### config.mk
export PLATFORM = sky130hd
export DESIGN_NAME = ex_mem
export DESIGN_NICKNAME = d
export VERILOG_FILES = /design/src/rtl/ex_mem.sv
export SDC_FILE = /design/constraint.sdc
export NUM_CORES = 1
export LEC_CHECK = 0
export BUFFER_PORTS_ARGS = -buffer_cell sky130_fd_sc_hd__buf_2
export CORE_MARGIN = 1
export CORE_UTILIZATION = 25
export DETAILED_ROUTE_END_ITERATION = 16
export GPL_TIMING_DRIVEN = 0
export PLACE_DENSITY = 0.56
export RECOVER_POWER = 50
export SETUP_SLACK_MARGIN = 0.5
export SLEW_MARGIN = 40
export SYNTH_ARGS = -nofsm -noshare
export SYNTH_HDL_FRONTEND = slang
export SYNTH_SLANG_ARGS = --single-unit
### constraint.sdc
create_clock -name clk -period 2.9 [get_ports clk]
set_clock_uncertainty 0.05 [all_clocks]
set_input_delay 0.29 -clock clk [delete_from_list [all_inputs] [get_ports clk]]
set_output_delay 0.29 -clock clk [all_outputs]
set_load 0.01 [all_outputs]
### src/rtl/ex_mem.sv
// Execute-to-memory pipeline register: squashes wrong-path work after a taken
// jump, honours stalls, and exports forwarding / load-use hazard information.
module ex_mem #(
    parameter int PC_W         = 5,
    parameter int DATA_W       = 32,
    parameter int FLUSH_CYCLES = 2
) (
    input  logic              clk,
    input  logic              reset,
    input  logic              in_valid,
    input  logic [PC_W-1:0]   in_pc,
    input  logic [DATA_W-1:0] in_alu_res,
    input  logic [DATA_W-1:0] in_write_data,
    input  logic [2:0]        in_jump_type,
    input  logic              in_reg_wrenable,
    input  logic              in_mem_wrenable,
    input  logic [4:0]        in_write_reg,
    input  logic              in_mem_to_reg,
    input  logic              stall,
    input  logic              redirect,
    output logic              out_valid,
    output logic [PC_W-1:0]   out_pc,
    output logic [DATA_W-1:0] out_alu_res,
    output logic [DATA_W-1:0] out_write_data,
    output logic [2:0]        out_jump_type,
    output logic              out_reg_wrenable,
    output logic              out_mem_wrenable,
    output logic [4:0]        out_write_reg,
    output logic              out_mem_to_reg,
    output logic              fwd_valid,
    output logic [4:0]        fwd_reg,
    output logic              load_hazard,
    output logic              squash_busy,
    output logic [7:0]        squash_count
);

    typedef struct packed {
        logic              valid;
        logic [PC_W-1:0]   pc;
        logic [DATA_W-1:0] alu_res;
        logic [DATA_W-1:0] write_data;
        logic [2:0]        jump_type;
        logic              reg_wrenable;
        logic              mem_wrenable;
        logic [4:0]        write_reg;
        logic              mem_to_reg;
    } stage_t;

    localparam logic [2:0] FLUSH_RELOAD = 3'(FLUSH_CYCLES - 1);

    stage_t     cur;
    stage_t     incoming;
    logic [2:0] sq_cnt;
    logic [7:0] sq_total;
    logic [7:0] sq_total_inc;

    // An invalid instruction is loaded as an all-zero bubble so its enables are inert.
    always_comb begin
        incoming = '0;
        if (in_valid) begin
            incoming.valid        = 1'b1;
            incoming.pc           = in_pc;
            incoming.alu_res      = in_alu_res;
            incoming.write_data   = in_write_data;
            incoming.jump_type    = in_jump_type;
            incoming.reg_wrenable = in_reg_wrenable;
            incoming.mem_wrenable = in_mem_wrenable;
            incoming.write_reg    = in_write_reg;
            incoming.mem_to_reg   = in_mem_to_reg;
        end
    end

    assign sq_total_inc = (in_valid && sq_total != 8'hFF) ? sq_total + 8'd1 : sq_total;

    always_ff @(posedge clk or posedge reset) begin
        if (reset) begin
            cur      <= '0;
            sq_cnt   <= '0;
            sq_total <= '0;
        end else if (redirect) begin
            cur      <= '0;
            sq_cnt   <= FLUSH_RELOAD;
            sq_total <= sq_total_inc;
        end else if (stall) begin
            cur      <= cur;
            sq_cnt   <= sq_cnt;
            sq_total <= sq_total;
        end else if (sq_cnt != 3'd0) begin
            cur      <= '0;
            sq_cnt   <= sq_cnt - 3'd1;
            sq_total <= sq_total_inc;
        end else begin
            cur      <= incoming;
        end
    end

    assign out_valid        = cur.valid;
    assign out_pc           = cur.pc;
    assign out_alu_res      = cur.alu_res;
    assign out_write_data   = cur.write_data;
    assign out_jump_type    = cur.jump_type;
    assign out_reg_wrenable = cur.reg_wrenable;
    assign out_mem_wrenable = cur.mem_wrenable;
    assign out_write_reg    = cur.write_reg;
    assign out_mem_to_reg   = cur.mem_to_reg;

    // Register 0 is hardwired, so it is never forwarded nor a hazard source.
    assign fwd_valid    = cur.valid & cur.reg_wrenable & ~cur.mem_to_reg & (cur.write_reg != 5'd0);
    assign fwd_reg      = cur.write_reg;
    assign load_hazard  = cur.valid & cur.reg_wrenable & cur.mem_to_reg & (cur.write_reg != 5'd0);
    assign squash_busy  = (sq_cnt != 3'd0);
    assign squash_count = sq_total;

endmodule

# Yosys cells after proc, flatten, opt, wreduce, memory -nomap -nowiden
# Index checks and enable logic that the tools add are counted.
# word_totals
ff_bits,92
out_inout_bits,97
elab_cells,37
inputBits,85
# classes
n_addsub,2
muxes,11
eq_ne,2
n_reduce_logical,5
bitwise,6
# op_table
cell,n
two-way mux 81 bit,4
two-way mux 8 bit,4
two-way mux 3 bit,3
adder 8 x 1 -> 8 bit (second input constant),1
!= test 8 bit (second input constant),1
AND 1 bit,5
nonzero test 5 bit,1
nonzero test 3 bit,1
subtractor 3 x 1 -> 3 bit (second input constant),1
!= test 2 x 1 -> 1 bit (second input constant),1
AND reduction 2 bit,1
nonzero test 2 bit,1
logical AND 1 bit,1
NOT 1 bit,1

# Depth between registers and ports, before layout
# Gate-level depths: netlist of the first run.
# logic_depth
ltp_word,6
mapped_depth,8
mapped_depth_nobuf,7

# Least setup slack after synthesis of the first run
# No wires, ideal clock.
# synth_path
kind,register to register
start,register sq_cnt[0]
end,register sq_total[5] (netlist: squash_count[5])
path_stages_with_launch,8
path_slack_ps,1101
arrival_time_ps,1624
path_buffers,0
setup_time_ps,125
t_required_ps,2725
synth_period_minus_slack_ps,1799
cell_sequence,dfrtp_1 -> inv_1 -> ha_1 -> ha_1 -> nor2_2 -> o21a_1 -> and3_1 -> mux2_4
# synth_between
elab_chain_len,3
# synth_rtl
item,line,source
start: declaration,53,logic [2:0] sq_cnt;
start signal: assignment,86,sq_cnt <= sq_cnt;
start signal: assignment,90,sq_cnt <= sq_cnt - 3'd1;
nonzero test 3 bit,88,end else if (sq_cnt != 3'd0) begin
nonzero test 2 bit (no line),-,
AND reduction 2 bit (no line),-,
end signal: assignment,83,sq_total <= sq_total_inc;
end signal: assignment,87,sq_total <= sq_total;
end signal: assignment,91,sq_total <= sq_total_inc;
end: declaration,54,logic [7:0] sq_total;
# No other way between the ends.
# A chain may end at the register's enable or synchronous reset.

# Final worst setup path of the first run
# layout_path
start,register cur (netlist bit fwd_reg[1])
end,output load_hazard
# layout_between
elab_chain_len,2
# layout_rtl
item,line,source
start: declaration,51,stage_t cur;
start signal: assignment,85,cur <= cur;
start signal: assignment,93,cur <= incoming;
nonzero test 5 bit,110,assign load_hazard = cur.valid & cur.reg_wrenable & cur.mem_to_reg & (cur.write_reg != 5'd0);
AND 1 bit,110,
end: declaration,32,"output logic load_hazard,"
# No other way between the ends.

==> results of run 1 <==
-- logic make-up (layout without fill, tap and decap cells) --
family | after synthesis | after routing | synth area share
multiplexers | 3 | 3 | 0.0107
AND/OR/NAND/NOR | 24 | 24 | 0.0380
flip-flops | 92 | 92 | 0.653
AO/OA/AOI/OAI | 91 | 91 | 0.222
adder cells (fa/ha/maj) | 3 | 3 | 0.0107
XOR/XNOR | 3 | 3 | 0.00746
buffers and inverters | 30 | 232 | 0.0582
-- what timing repair did --
action,CTS,global route
endpoints found under the setup margin,0,0
endpoints found under the hold margin,6,0
hold buffers,1,0
buffers inserted,0,0
-- metrics by stage --
stage                     power (uW)  std cells   util
after floorplan                 1650        246      -
after global placement          1830        607  0.337
after detailed placement        1860        611  0.344
after CTS                       3070        628  0.367
after global routing            3150        628  0.359
final                           3010        628  0.359
-- per-layer routing --
layer | part of all wire | vias to the layer above
li1 | - | 1322
met1 | 0.45 | 1412
met2 | 0.47 | 99
met3 | 0.058 | 12
met4 | 0.017 | 0
met5 | 0 | -
-- worst min path at each step --
stage	start	to	slack (ns)	cells past startpoint
floorplan	redirect	sq_cnt[1]	0.31	1
global placement	out_alu_res[27]	out_alu_res[27]	0.43	1
detailed placement	reset	out_write_data[24]	0.21	2
CTS	in_write_data[1]	out_write_data[1]	0.1	2
global route	in_write_data[22]	out_write_data[22]	0.10	2
finish	in_write_data[1]	out_write_data[1]	0.11	2
-- critical path, stage by stage, from the launching register on --
cell	delay, ns
dfrtp_1	0.45
or4_1	0.56
o211ai_1	0.25
nor2_1	0.06
buf_2	0.14
-- area by class of cell --
type	count	share of cell area
flip-flops and latches	92	0.464
well taps	180	0.0454
repair buffers	186	0.184
clock buffers	10	0.0462
plain buffers	23	0.0361
clock inverters	6	0.0144
inverters	7	0.00555
multi-input cells	124	0.205
-- power breakdown --
part | total (uW) | internal (uW) | leakage (uW) | switching [uW]
sequential | 1430 | 1360 | 0.00126 | 73.9
clock | 1190 | 677 | 0.000140 | 517
combinational | 387 | 185 | 0.00120 | 202
-- cells in the final DEF, fill, tap and decap left out, types with 2 or more instances in the layout --
master and instances:
clkinvlp_4 2, nand2_1 7, inv_1 6, ha_1 3, mux2_1 2, a211oi_1 2
a31oi_1 2, clkbuf_1 52, dfrtp_1 92, nor2b_1 2, buf_2 140, buf_6 8
o21a_1 2, inv_6 2, and4_1 2, clkbuf_16 9, buf_4 6, nand4_1 2
xnor2_1 3, a22o_1 80, nor2_1 5
-- synth_stat cells (2+ instances only) --
cell type	count	area [sq um]
nor2_1	5	18.8
a211oi_1	2	15.0
o21a_1	2	15.0
buf_6	8	90.1
nand4_1	2	12.5
a31oi_1	2	12.5
nor2b_1	2	12.5
dfrtp_1	92	2300
xnor2_1	3	26.3
ha_1	3	37.5
and4_1	2	17.5
a22o_1	80	701
buf_2	8	40.0
nand2_1	7	26.3
buf_4	6	45.0
inv_1	7	26.3
mux2_1	2	22.5
==> results.ini, run 1 <==
[outcome]
status = complete, no violations

[detailed_routing]
vias = 2845
viasPerCell = 4.53
drc = 0
wl_mm = 9.54
post_drt_wl_per_cell_um = 15.2
ant_nets = 0
drtIter0Drc = 128
first_pass_iters = 4

[clocking]
cts.sinks = 92
clkTransAtPathRegs_ns = 0.07
htree_levels = 3
cts_tree = built
numCtsBuffers = 9
cts_buffer_depth = 2
cts-root-buf = clkbuf_16
clk-insertion-delay-late_ns = 0.33
cts_resized = 0

[die]
chipHeight_um = 121
ios = 182
chipWidth_um = 121
core_area_sq_mm = 0.0138
die-area_sq_mm = 0.0146
num_rows = 43
start_util = 0.255

[timing]
setup_ws_ns = 0.767
hold_violations = 0
worst_slew_pin_slew_ns = 1.18
drv_slew = 0
fin_crit_sh = 0.736
hold-worst-slack_ns = 0.113
period_minus_slack_ns = 2.13
final-setup-viol-count = 0
fin_setup_tns_ns = 0
max_freq_mhz = 469
rsz0062_at_grt = no
relSlewSlack = 0.210

[placement]
gp_congestion = 0.736
port_buffers = 181
place_ws_ns = 0.932
placed_area_sq_mm = 0.00476
place_hpwl_mm = 6.92

[worst_setup_path]
start_kind = flip-flop
worstReg2RegEnd = squash_count[5]
endpoint = load_hazard
crit_type = flip-flop to output pin
r2r_setup_slack_ns = 0.91
startpoint = fwd_reg[1]
crit_path_end_kind = output pin
required_ns = 2.56
arrival_ns = 1.79
worst-r2r-cell-count = 7
r2r_start = sq_cnt[0]
critical_path.max_fanout = 4

[grt]
use_met3 = 0.0316
track_usage = 0.132
grt_pass1_wl_mm = 14.9
busiest_layer = met2
antenna_found_initial = 0
grt_max_degree = 26
met2_usage = 0.206
grt_pass1_vias = 2867
grt_use_met1 = 0.174
grt-ovfl-total = 0

[run]
drv_cap = 0

[finish]
n_fill_cell = 1410
regArea_sq_mm = 0.00230
final_layout_size_suffix_gt1_frac = 0.395
stdcell_area_sq_mm = 0.00496
multi_input_comb_area_sq_mm = 0.00102
finalNetCount = 531
n_antenna_cell = 0
syn_to_final_growth_pct = 40.8

[pwr]
p_leak_uw = 0.00261
vdd_ir_drop_max_mv = 0.439
powerDensity_mw_per_mm2 = 607

[synthesis]
ys_types = 30
ys_seq_area_frac = 0.653
syn_area_sq_mm = 0.00352
synth_fp_nets = 334
netlist_instances = 246
synth_edf_count = 0
synthArstFlopShare = 1.00
syn_area_per_cell_sq_um = 14.3
yosys_warnings = 0
synthFlopType = dfrtp_1
synth_seq_cells = 92

[worst_hold_path]
hold_path_class = input pin to flip-flop

Power figures use the tool's default switching activity.
==> run 2, diff against run 1 <==
PLACE_DENSITY = 0.58   (was 0.56)
clock period = 1.9 ns   (was 2.9 ns; I/O delays follow)
==> run 2 against run 1 <==
Net effect:
- the run now ends with negative setup slack left
- final area is 20% higher
- largest power group unchanged
- worst setup slack got worse by 0.81 ns
- critical path type unchanged
- sequential cell count stayed put
==> results.ini, run 2 (synthesis results as in run 1) <==
[outcome]
status = complete, but fails checks
violations = negative setup slack

[pwr]
powerDensity_mw_per_mm2 = 822
fin_total_pwr_uw = 4890
p_leak_uw = 0.00305
vdd_ir_drop_max_mv = 0.587

[finish]
fin_cells = 685
n_antenna_cell = 0
stdcell_area_sq_mm = 0.00594
finalNetCount = 588
final_layout_size_suffix_gt1_frac = 0.485
syn_to_final_growth_pct = 68.7
final_core_util = 0.430
layout_commonest_cell = buf_2
final_cell_mix = buf_2 (140), dfrtp_1 (92), a22o_1 (80), clkbuf_1 (49), buf_6 (22)

[die]
die-area_sq_mm = 0.0146
start_util = 0.255
chipWidth_um = 121
chipHeight_um = 121
num_rows = 43
ios = 182
core_area_sq_mm = 0.0138

[worst_setup_path]
cp_slowest_stage_delay_ns = 0.54
worstPathCellList = or4_4 -> o211ai_1 -> nor2_1 -> buf_2
critical_path.max_fanout = 2
start_kind = flip-flop
crit_buf_inv = 1
crit_family = simple AND/OR/NAND/NOR gates
crit_type = flip-flop to output pin
required_ns = 1.66
cpMaxStageDelayCell = or4_4
crit_path_end_kind = output pin
arrival_ns = 1.70

[grt]
track_usage = 0.152
grt_max_degree = 26
antenna_found_initial = 0
grt_pass1_wl_mm = 16.9
grt-ovfl-total = 0
grt_pass1_vias = 3242

[clocking]
clk-insertion-delay-late_ns = 0.34
cts.sinks = 92
htree_levels = 3
cts_tree = built
cts-root-buf = clkbuf_16
cts_buffer_depth = 2
clkTransAtPathRegs_ns = 0.06
numCtsBuffers = 9

[detailed_routing]
drc = 0
viasPerCell = 4.54
first_pass_iters = 4
drtIter0Drc = 93
post_drt_wl_per_cell_um = 15.8
ant_nets = 0
wl_mm = 10.8
vias = 3110

[placement]
place_hpwl_mm = 7.24
gp_congestion = 0.735
port_buffers = 181
placed_area_sq_mm = 0.00478
dp.cells = 611

[timing]
hold_violations = 0
fin_crit_sh = 1.02
period_minus_slack_ns = 1.94
hold-worst-slack_ns = 0.0141
drv_slew = 0
max_freq_mhz = 514
worst_slew_pin_slew_ns = 0.734
setup_ws_ns = -0.0438
final-setup-viol-count = 2
rsz0062_at_grt = yes
relSlewSlack = 0.510

[run]
drv_cap = 0

[worst_hold_path]
hold_path_class = input pin to flip-flop

==> run 2: routing by layer <==
metal  GRT usage  vias to the layer above  share of wire
met5           0                        -              0
met2       0.259                      104           0.49
met3      0.0415                       13          0.057
met4      0.0571                        0          0.019
met1       0.182                     1554           0.43
li1            -                     1439              -
==> run 2: power breakdown <==
group	internal (uW)	leakage [uW]	switching [uW]	total [uW]
clock	1030	0.000140	760	1790
combinational	492	0.00165	398	890
sequential	2070	0.00126	136	2210
total	3590	0.00305	1290	4890
==> run 2: path summary, 6_finish.rpt <==
path,start,end,slack [ns],depth (start not counted)
min reg2reg,out_alu_res[31],out_alu_res[31],0.45,1
max in group asynchronous,reset,out_mem_wrenable,0.25,5
max,fwd_reg[2],load_hazard,-0.04,4
min in group asynchronous,reset,out_alu_res[8],0.32,3
min,in_alu_res[22],out_alu_res[22],0.01,2
max reg2reg,sq_cnt[1],squash_count[4],0.05,10
==> run 2: repair_timing <==
action,4_1_cts,5_1_grt
setup endpoints to repair,92,95
cloned,9,0
setup buffers,29,6
resized for setup,58,15
hold endpoints to repair,20,1
pin swaps,21,15
hold buffers,13,1
==> run 2: layout make-up <==
class	instances	area, sq um
Tap cell	180	225
Inverter	7	30.0
Multi-Input combinational cell	124	1170
Clock inverter	6	71.3
Clock buffer	10	229
Fill cell	1316	7880
Sequential cell	92	2300
Timing Repair Buffer	243	1700
Buffer	23	214
==> run 2: worst reg2reg max path, stage by stage, from the launching register on <==
cell and delay (ns):
dfrtp_1 0.40, inv_2 0.06, ha_4 0.16, ha_4 0.17, buf_6 0.11, nor2_4 0.13
buf_6 0.12, o21a_4 0.15, buf_12 0.11, nand4_1 0.12, xnor2_1 0.16
==> run 2: stage by stage <==
| step | setup TNS, ns | worst slack [ns] |
|---|---|---|
| after floorplan | 0 | 0.226 |
| after global placement | -4.62 | -0.0551 |
| after detailed placement | 0 | 0.0723 |
| after CTS | -0.141 | -0.0709 |
| after global routing | -0.278 | -0.130 |
| final | -0.0822 | -0.0438 |
